$ cat config.mk
export PLATFORM = sky130hd
export DESIGN_NAME = bicubic_window_loader
export DESIGN_NICKNAME = d
export VERILOG_FILES = /design/src/rtl/bicubic_window_loader_pkg.sv /design/src/rtl/demux1_8.sv /design/src/rtl/bicubic_window_loader.sv
export SDC_FILE = /design/constraint.sdc
export NUM_CORES = 1
export LEC_CHECK = 0
export ABC_AREA = 1
export BUFFER_PORTS_ARGS = -buffer_cell sky130_fd_sc_hd__buf_2
export CAP_MARGIN = 10
export CORE_MARGIN = 8
export CORE_UTILIZATION = 45
export CTS_BUF_LIST = sky130_fd_sc_hd__clkbuf_8
export CTS_CLUSTER_SIZE = 28
export DETAILED_ROUTE_END_ITERATION = 12
export GPL_ROUTABILITY_DRIVEN = 0
export PLACE_DENSITY = 0.69
export SLEW_MARGIN = 20
export SYNTH_ARGS = -nofsm -noshare
export SYNTH_HDL_FRONTEND = slang
export SYNTH_SLANG_ARGS = --single-unit
$ cat constraint.sdc
create_clock -name clk -period 2.5 [get_ports clk]
set_input_delay 0.125 -clock clk [delete_from_list [all_inputs] [get_ports clk]]
set_output_delay 0.125 -clock clk [all_outputs]
set_load 0.05 [all_outputs]
$ cat src/rtl/bicubic_window_loader_pkg.sv
// Shared definitions for the bicubic window loader and the interpolation
// kernel that unpacks its window.
//   DATA_W  : sample width, matches the demux width
//   SLOTS   : number of window slots (4 rows x 2 columns)
//   state_t : loader FSM encoding
//   slot_row / slot_col : slot index -> (row, column) of the neighbourhood
package bicubic_window_loader_pkg;

  localparam int DATA_W = 15;
  localparam int SLOTS  = 8;

  typedef enum logic {
    FILL = 1'b0,
    FULL = 1'b1
  } state_t;

  // Slot k sits at row k[2:1], column k[0].
  function automatic logic [1:0] slot_row(input logic [2:0] k);
    return k[2:1];
  endfunction

  function automatic logic slot_col(input logic [2:0] k);
    return k[0];
  endfunction

endpackage

$ cat src/rtl/demux1_8.sv
// 1:8 pixel demultiplexer. Routes one sample to the output lane selected by
// {mux_sel, switch}; all other lanes read zero.
//   data    : incoming sample
//   switch  : column select (lane bit 0)
//   mux_sel : row select (lane bits 2:1)
//   outs    : eight lanes packed, lane k at bits [DATA_W*k +: DATA_W]
module demux1_8 #(
  parameter int DATA_W = 15
) (
  input  logic [DATA_W-1:0]   data,
  input  logic                switch,
  input  logic [1:0]          mux_sel,
  output logic [8*DATA_W-1:0] outs
);

  always_comb begin
    // NOTE: every always_comb output gets a default first so no path through
    // the block can leave it unassigned and infer a latch.
    outs = '0;
    outs[int'({mux_sel, switch}) * DATA_W +: DATA_W] = data;
  end

endmodule

$ cat src/rtl/bicubic_window_loader.sv
// Sequencing controller for the bicubic 4x2 window. Steers each accepted
// sample through demux1_8 into the slot addressed by fill_cnt and presents the
// full window downstream with a valid/ready handshake.
//   clk, rst_n          : clock, synchronous active-low reset
//   flush               : discard any partial or complete window
//   in_data/in_valid/in_ready : sample stream in
//   win_data/win_valid/win_ready : eight-slot window out, slot k at [15k +: 15]
//   fill_cnt            : index of the next slot to be written
module bicubic_window_loader
  import bicubic_window_loader_pkg::*;
#(
  parameter int DATA_W = bicubic_window_loader_pkg::DATA_W,
  parameter int SLOTS  = bicubic_window_loader_pkg::SLOTS
) (
  input  logic                    clk,
  input  logic                    rst_n,
  input  logic                    flush,
  input  logic [DATA_W-1:0]       in_data,
  input  logic                    in_valid,
  output logic                    in_ready,
  output logic [SLOTS*DATA_W-1:0] win_data,
  output logic                    win_valid,
  input  logic                    win_ready,
  output logic [2:0]              fill_cnt
);

  state_t                         state;
  logic [SLOTS-1:0][DATA_W-1:0]   slots;
  logic [SLOTS*DATA_W-1:0]        demux_out;
  logic [SLOTS-1:0]               load_en;
  logic                           accept;
  logic                           switch;
  logic [1:0]                     mux_sel;

  // Select lines follow fill_cnt continuously.
  assign mux_sel = slot_row(fill_cnt);
  assign switch  = slot_col(fill_cnt);

  demux1_8 #(.DATA_W(DATA_W)) u_demux (
    .data    (in_data),
    .switch  (switch),
    .mux_sel (mux_sel),
    .outs    (demux_out)
  );

  // In FULL the loader only takes a sample when the window leaves in the same
  // cycle, which gives back-to-back windows without a bubble.
  always_comb begin
    in_ready = 1'b0;
    if (!flush) in_ready = (state == FILL) || win_ready;
  end

  assign accept = in_valid && in_ready;

  always_comb begin
    load_en = '0;
    for (int k = 0; k < SLOTS; k++) load_en[k] = accept && (fill_cnt == 3'(k));
  end

  // fill_cnt is 0 whenever the FSM is in FULL, so an accept in FULL writes
  // slot 0 and advances to 1 through the same path as an accept in FILL.
  always_ff @(posedge clk) begin
    // NOTE: sequential state uses non-blocking assignments only, so every
    // register samples the pre-edge values regardless of statement order.
    if (!rst_n || flush) begin
      // NOTE: the slot registers are reset on purpose -- win_data must read
      // zero after reset or flush, so this bank is not treated as plain storage.
      state    <= FILL;
      fill_cnt <= '0;
      slots    <= '0;
    end else begin
      if (accept) fill_cnt <= fill_cnt + 3'd1;
      for (int k = 0; k < SLOTS; k++)
        if (load_en[k]) slots[k] <= demux_out[k*DATA_W +: DATA_W];
      case (state)
        FILL: if (accept && fill_cnt == 3'd7) state <= FULL;
        FULL: if (win_ready) state <= FILL;
        default: state <= FILL;
      endcase
    end
  end

  assign win_valid = (state == FULL);
  assign win_data  = slots;

endmodule
* Word level (Yosys, flattened, before mapping) *
Index checks and enable logic that the tools add are counted.

storage, ports and cells
  register bits after elaboration = 124
  input bits = 20

operators by class
  shift operators = 2
  multiply operators = 1
  bitwise logic cells = 2
  multiplexer cells = 4
  add/sub/neg operators = 2
  reductions and logical operators = 13
  equality and inequality tests = 7

operator list
  cell                                                                        number
  120-bit AND                                                                 1
  15-bit by 33-bit variable shift with 120-bit output (first input constant)  1
  15-bit by 33-bit indexed part select with 120-bit output                    1
  32-bit negator with 33-bit output                                           1
  3-bit == test (second input constant)                                       4
  1-bit logical AND                                                           9
  3-bit by 4-bit multiplier with 7-bit output (second input constant)         1
  3-bit by 2-bit == test with 1-bit output (second input constant)            2
  3-bit by 1-bit adder with 3-bit output (second input constant)              1
  3-bit by 1-bit == test with 1-bit output (second input constant)            1
  3-bit logical NOT                                                           1
  1-bit two-way mux                                                           3
  1-bit logical OR                                                            2
  1-bit case mux with 2 select lines                                          1
  1-bit logical NOT                                                           1
  1-bit inverter                                                              1

* Depth between registers and ports, before layout *
Gate-level depths: netlist of run 1.

  depth after elaboration = 7
  depth in mapped cells = 10

* Cells and area by module *
A second synthesis of run 1 with hierarchy kept.

second synthesis, totals
  cell total of the unflattened synthesis = 1,062
  area total of the unflattened synthesis = 6,607.6 um^2

by module, submodules not included
  module                 times used  seq. area each (um^2)  cells each  area each (um^2)
  bicubic_window_loader  1           2,482.4                822         5,544.1
  demux1_8               1           0.0                    240         1,063.5

* Worst setup path after synthesis of run 1 *
OpenSTA, ideal clock, no wires.

  path type = register to register
  start = register fill_cnt[1]
  end = register slots, in the netlist win_data[19]
  data arrival time = 2,121 ps
  cell stages (with the launch flop) = 10
  path slack = 266 ps
  setup time = 113 ps
  cell sequence = dfxtp_1 inv_1 ha_1 ha_1 buf_4 nand2_1 buf_2 nor2_1 nor2_1 nor2_1

on the way
  longest elaborated chain between the ends = 4
  elaborated cells on any way between the ends = 7
  classes of those cells = add/sub (1); mul (1); eq/ne (1); shift (2); bitwise (1); reduce/logical (1)

ends and longest elaborated chain
  element                                                                                                                                 line                         source
  from (decl)                                                                                                                             bicubic_window_loader.sv:24  output logic [2:0] fill_cnt
  from (signal assigned)                                                                                                                  bicubic_window_loader.sv:72  if (accept) fill_cnt <= fill_cnt + 3'd1;
  3-bit by 4-bit multiplier with 7-bit output                                                                                             demux1_8.sv:20               outs[int'({mux_sel, switch}) * DATA_W +: DATA_W] = data;
  32-bit negator with 33-bit output                                                                                                       demux1_8.sv:20
  15-bit by 33-bit indexed part select with 120-bit output / 15-bit by 33-bit variable shift with 120-bit output (equally long branches)  demux1_8.sv:20
  120-bit AND (no source line)                                                                                                            -
  to (signal, indexed assignment)                                                                                                         bicubic_window_loader.sv:74  if (load_en[k]) slots[k] <= demux_out[k*DATA_W +: DATA_W];
  to (decl)                                                                                                                               bicubic_window_loader.sv:28  logic [SLOTS-1:0][DATA_W-1:0] slots;

Several ways; a longest one is shown, not always the timed one.
A chain may end at the register's enable or synchronous reset.

* Worst setup path in the final report of run 1 *
  start = register fill_cnt[1]
  end = register slots, in the netlist win_data[10]

The elaborated chain is that of the path after synthesis.

==> impl_results.md, run 1 <==
- Grt ovf: 0
- Mapped Area: 0.00609 sq mm
- Vias per cell: 4.52
- Die H: 132 um
- FF+latch count, synth: 124
- First-pass GRT wire length: 28600 um
- Library cells used by synthesis: 18
- RSZ-0062 raised after global routing: no
- Fin Clk Skew: 0.00945 ns
- Crit path kind: flip-flop to flip-flop
- Cell family with most CP delay: simple AND/OR/NAND/NOR gates
- Antenna-violating nets left: 0
- Crit path max-delay cell type: dfxtp_1
- Worst Hold Class: primary input to flip-flop
- Achievable Freq: 456 MHz
- Post-synthesis adder-cell area fraction: 1.64%
- Compound-cell area share of the yosys netlist: 1.05%
- Fin crit period: 2.20 ns
- Max Cap Viol: 0
- Top cells by area, synth: dfxtp_1 (41%), nor2_1 (19%), nand2_1 (18%)
- Post-synthesis xor/xnor area fraction: 0%
- Final instance area: 0.00741 sq mm
- Root buffer cell: clkbuf_8
- Post-CTS Setup Inserts: 0
- Slew @ Worst Pin: 0.678 ns
- Clock latency on the worst-skew pair: 0.46 ns
- TritonCTS Buffers: 17
- N_diodes: 0
- Slew Limit Fails: 0
- Setup TNS: 0 ns
- Gate Count Post-Synth: 1016
- Worst-path clk slew: 0.08 ns
- Post-synthesis simple-gate area fraction: 43.1%
- Internal power: 0.00351 W
- H-tree lvl count: 4
- CP arrival: 2.59 ns
- Site Rows: 42
- Hold path start: in_data[7]
- WP buf/inv: 2
- Post-cts resize count: 0
- Placed cell areas: 0.00689 sq mm
- P_leak: 4.07 nW
- Worst-path cell chain: inv_1, ha_1, ha_1, inv_1, nand3_1, nor2_1, nor2_1, nor2_1
- Net switching power: 0.00110 W
- Die X: 132 um
- Starting Density: 46.0%
- Total power: 0.00461 W
- Port Buf Inserts: 144
- Starting DRT DRC Count: 513
- P&R area growth vs syn: 21.8%
- Sequential fraction of design power: 43.4%
- Clock buffer depth: 2
- Comb pwr share: 7.6%
- Largest net degree at the start of global routing: 66
- Rel. slew slack: 54.8%
- Largest family of logic cells by synthesized area: simple AND/OR/NAND/NOR gates
- Power Density: 622 mW/mm^2
- Yosys warnings: 0
- Area of the core: 0.0132 sq mm
- Wirelength per Cell: 13.1 um
- TritonCTS clock tree: done
- Post-synthesis net count: 1044
- Seq/Total Area, Yosys: 40.8%
- Total Routing Usage GR: 20.2%
- Critical Path RT: 2.89 ns
- Crit path max fanout: 11
- Reg-to-reg slack, setup: 0.30 ns
- Layout cell share with drive strength beyond 1: 17.5%
- Mux contribution to synthesized area: 0%
- Total Wirelength: 17500 um
- Clk sinks: 124
- Most frequent CP cell: nor2_1
- Crit-path max cell delay: 0.43 ns
- Syn_area_per_cell: 5.99 sq um
- Filler cells: 1433
- VDD IR-drop max: 0.000288 V
- Final Hold Viols: 0
- Post-synth top area cell: dfxtp_1
- Switching Share: 23.9%
- Pre-antenna DRT Iters: 5
- Setup violators final: 0
- CP Launch Type: flip-flop
- Share of the synthesized area in the top cell type: 40.8%
- Hold Slack: 0.0488 ns
- Hpwl dp: 12100 um
- Vias in the first global route: 5530
- Fin nets: 1170
- Clock group share of total power: 49.1%
- Initial antenna violation count: 0
- Reg-to-Reg Start: fill_cnt[1]
- Critical Path Source: fill_cnt[1]
- Period utilization: 87.8%
- Status: finished clean
- CP Capture Type: flip-flop
- Post-route DRC violation count: 0
- Num ports: 145
- Die footprint: 0.0175 sq mm
- Vias: 6014
layout by cell type (no fill, tap or decap):
master and n:
dfxtp_1 124, nand3_1 37, a41oi_1 1, o21ai_0 8
inv_1 150, nand2_2 2, buf_4 15, nand4_1 16
clkinvlp_4 2, dlygate4sd3_1 1, nand3_2 1, nand4_2 1
buf_2 144, nand2_1 295, nor2_2 5, nor2_1 310
bufinv_16 7, ha_1 8, a21oi_1 3, inv_2 2
clkbuf_8 19, clkinv_2 4
sequential cells by signal, summed over array words and instances, names as in the netlist:
signal,count
win_data,120
fill_cnt,3
win_valid,1
synthesized netlist by cell type, drive strengths merged:
| cell type | count |
|---|---|
| a21oi | 3 |
| a41oi | 1 |
| buf | 32 |
| clkbuf | 21 |
| dfxtp | 124 |
| ha | 8 |
| inv | 152 |
| nand2 | 297 |
| nand3 | 38 |
| nand4 | 17 |
| nor2 | 315 |
| o21ai | 8 |
cells by family after synthesis:
group / Yosys count
AO/OA/AOI/OAI: 12
adder cells (fa/ha/maj): 8
buffers and inverters: 205
flip-flops: 124
AND/OR/NAND/NOR: 667
area by class of cell:
| cell class | count | area (sq um) | area share [%] |
|---|---|---|---|
| clock buffer | 19 | 262 | 3.53 |
| clock inverter | 13 | 244 | 3.29 |
| inverter | 152 | 572 | 7.72 |
| multi-input combinational | 687 | 2790 | 37.6 |
| sequential | 124 | 2480 | 33.5 |
| tap | 176 | 220 | 2.97 |
| timing repair buffer | 160 | 843 | 11.4 |
path summary, 6_finish.rpt:
| path | endpoint | cells past startpoint |
|---|---|---|
| hold reg to reg | win_data[34] | 2 |
| setup / recovery | win_data[10] | 8 |
| setup reg to reg | win_data[10] | 8 |
| hold / removal | win_data[7] | 5 |
per-layer routing:
| metal | vias to the layer above | wire, um | GRT usage (%) |
|---|---|---|---|
| met3 | 28 | 1270 | 7.55 |
| met2 | 179 | 7520 | 29.4 |
| li1 | 3213 | - | - |
| met4 | 0 | 367 | 8.52 |
| met5 | - | 0 | 0 |
| met1 | 2594 | 8330 | 26.3 |
power by group through the flow:
| stage | registers (W) | clock network (W) | logic (W) |
|---|---|---|---|
| after floorplan | 0.00209 | 0 | 0.000199 |
| after global placement | 0.00204 | 0 | 0.000342 |
| after detailed placement | 0.00204 | 0 | 0.000345 |
| after CTS | 0.00200 | 0.00229 | 0.000348 |
| after global routing | 0.00200 | 0.00239 | 0.000388 |
| final | 0.00200 | 0.00226 | 0.000348 |
stage by stage:
| step | utilization (%) | worst slack, ns | cells |
|---|---|---|---|
| 4_1_cts | 56.0 | 0.319 | 1331 |
| 6_report | 56.0 | 0.305 | 1331 |
| 2_1_floorplan | - | 0.266 | 1016 |
| 3_3_place_gp | 52.1 | 0.455 | 1298 |
| 5_1_grt | 56.0 | 0.0748 | 1331 |
| 3_5_place_dp | 52.1 | 0.357 | 1298 |
worst register-to-register path, stage by stage (launching register included):
cell and delay (ns):
dfxtp_1 0.43, inv_1 0.13, ha_1 0.24, ha_1 0.36, inv_1 0.20, nand3_1 0.38, nor2_1 0.23, nor2_1 0.06
nor2_1 0.11
repair_timing:
item                                   in CTS  in global routing
hold buffers                                1                  0
setup endpoints to repair                   0                  0
endpoints found under the hold margin       1                  0
No activity file was read; power rests on OpenSTA's default activity.
==> run 2: changes to the inputs <==
Settings changed: CORE_MARGIN 8 to 2.
==> impl_results.md, run 2 (synthesis results as in run 1) <==
- Crit path kind: flip-flop to flip-flop
- Post-cts resize count: 0
- Fin nets: 1170
- Slew @ Worst Pin: 0.641 ns
- Slew Limit Fails: 0
- Fin crit period: 2.19 ns
- Rel. slew slack: 57.1%
- Status: finished clean
- Hold path start: flush
- Cts hold-fix bufs: 1
- Starting Density: 46.0%
- Critical Path RT: 2.85 ns
- P_leak: 4.06 nW
- Commonest non-fill, non-tap cell in the layout: nor2_1
- Clock latency on the worst-skew pair: 0.46 ns
- Die H: 120 um
- Worst-path cell chain: inv_1, ha_1, ha_1, inv_1, nand2_1, nor2_1, o21ai_0, nor2_1
- Total Routing Usage GR: 23.0%
- Root buffer cell: clkbuf_8
- Crit path max-delay cell type: dfxtp_1
- Worst-path clk slew: 0.08 ns
- Multi-input logic area: 0.00279 sq mm
- CP Capture Type: flip-flop
- Vias: 5998
- Highest-count cells in the layout ignoring fill and taps: nor2_1 (310), nand2_1 (295), inv_1 (150), buf_2 (144), dfxtp_1 (124)
- Final Hold Viols: 0
- Crit path max fanout: 15
- Initial antenna violation count: 0
- H-tree lvl count: 4
- Pre-CTS setup slack: 0.346 ns
- Post-CTS Setup Inserts: 0
- Filler cells: 1409
- TritonCTS clock tree: done
- N_diodes: 0
- Vias per cell: 4.51
- Max Cap Viol: 0
- Site Rows: 42
- Fin Clk Skew: 0.0111 ns
- RSZ-0062 raised after global routing: no
- Hold path depth: 4
- Post-route DRC violation count: 0
- Starting DRT DRC Count: 497
- Antenna-violating nets left: 0
- Vias in the first global route: 5221
- Area of the core: 0.0132 sq mm
- Port Buf Inserts: 144
- Pre-antenna DRT Iters: 5
- Clock buffer depth: 2
- Period utilization: 87.7%
- Cell family with most CP delay: adder cells
- Crit-path max cell delay: 0.43 ns
- VDD IR-drop max: 0.000274 V
- Final Worst Setup Slack: 0.306 ns
- Layout cell share with drive strength beyond 1: 17.5%
- First-pass GRT wire length: 26300 um
- Setup TNS: 0 ns
- Die X: 120 um
- Reg-to-reg slack, setup: 0.31 ns
- Reg-to-Reg Start: fill_cnt[1]
- CP Launch Type: flip-flop
- Wirelength per Cell: 12.2 um
- Die footprint: 0.0145 sq mm
- Hold Path End: win_valid
- TritonCTS Buffers: 17
- Worst Hold Class: primary input to flip-flop
- Achievable Freq: 456 MHz
- Clk sinks: 124
- Setup violators final: 0
- Total Wirelength: 16300 um
- Total power: 0.00450 W
- P&R area growth vs syn: 21.6%
- Power Density: 609 mW/mm^2
- Hpwl dp: 11100 um
- Reg2reg end: win_data[113]
- WP buf/inv: 2
- CP arrival: 2.54 ns
- Final Util: 55.9%
- Largest register FFs: 120
- R2r worst-path depth: 8
- Register Area: 0.00248 sq mm
- Largest net degree at the start of global routing: 70
- Grt ovf: 0
- Num ports: 145
## run 2: cell types whose count changed in the layout (fill, tap and decap cells not counted)
cell        before  now
buf_12           0    1
buf_4           15   14
bufinv_16        7    6
clkinv_2         4    5
clkinv_4         0    1
clkinvlp_4       2    1
## run 2: layer usage
layer,up-vias,part of all wire [%],track usage (%)
li1,3207,-,-
met1,2571,48,33.0
met2,187,42,32.8
met3,33,7.3,5.47
met4,0,2.6,9.74
met5,-,0,0
## run 2: worst max path at each step
stage                      startpoint             to  depth (start not counted)
after floorplan           fill_cnt[1]   win_data[19]                          9
after detailed placement  fill_cnt[1]    win_data[3]                          8
after global routing      fill_cnt[1]  win_data[113]                          8
final                     fill_cnt[1]  win_data[113]                          8
after CTS                 fill_cnt[1]    win_data[3]                          8
after global placement    fill_cnt[1]  win_data[114]                          8
## run 2: power by group
| group | switching (W) | internal [W] |
|---|---|---|
| Sequential | 0.00000898 | 0.00199 |
| Combinational | 0.000261 | 0.0000872 |
| Clock | 0.000829 | 0.00133 |
## run 2: layout make-up
cell class	count	area share [%]
multi-input combinational	687	37.7
sequential	124	33.6
timing repair buffer	160	11.6
inverter	152	7.73
clock buffer	19	3.53
clock inverter	13	2.98
tap	176	2.98
## run 2: tightest hold or removal path, delay by kind of cell
family	cells	cell delay, ns
buffers and inverters	2	0.17
and+or+nand+nor	2	0.15
## run 2: stage by stage
| step | cells | hold WS [ns] | area [sq um] |
|---|---|---|---|
| finish | 1331 | 0.0303 | 7400 |
| global route | 1331 | 0.0505 | 7400 |
| CTS | 1331 | 0.0284 | 7400 |
| detailed placement | 1298 | 0.411 | 6910 |
| global placement | 1298 | 0.413 | 6910 |
| floorplan | 1016 | 0.295 | 6090 |
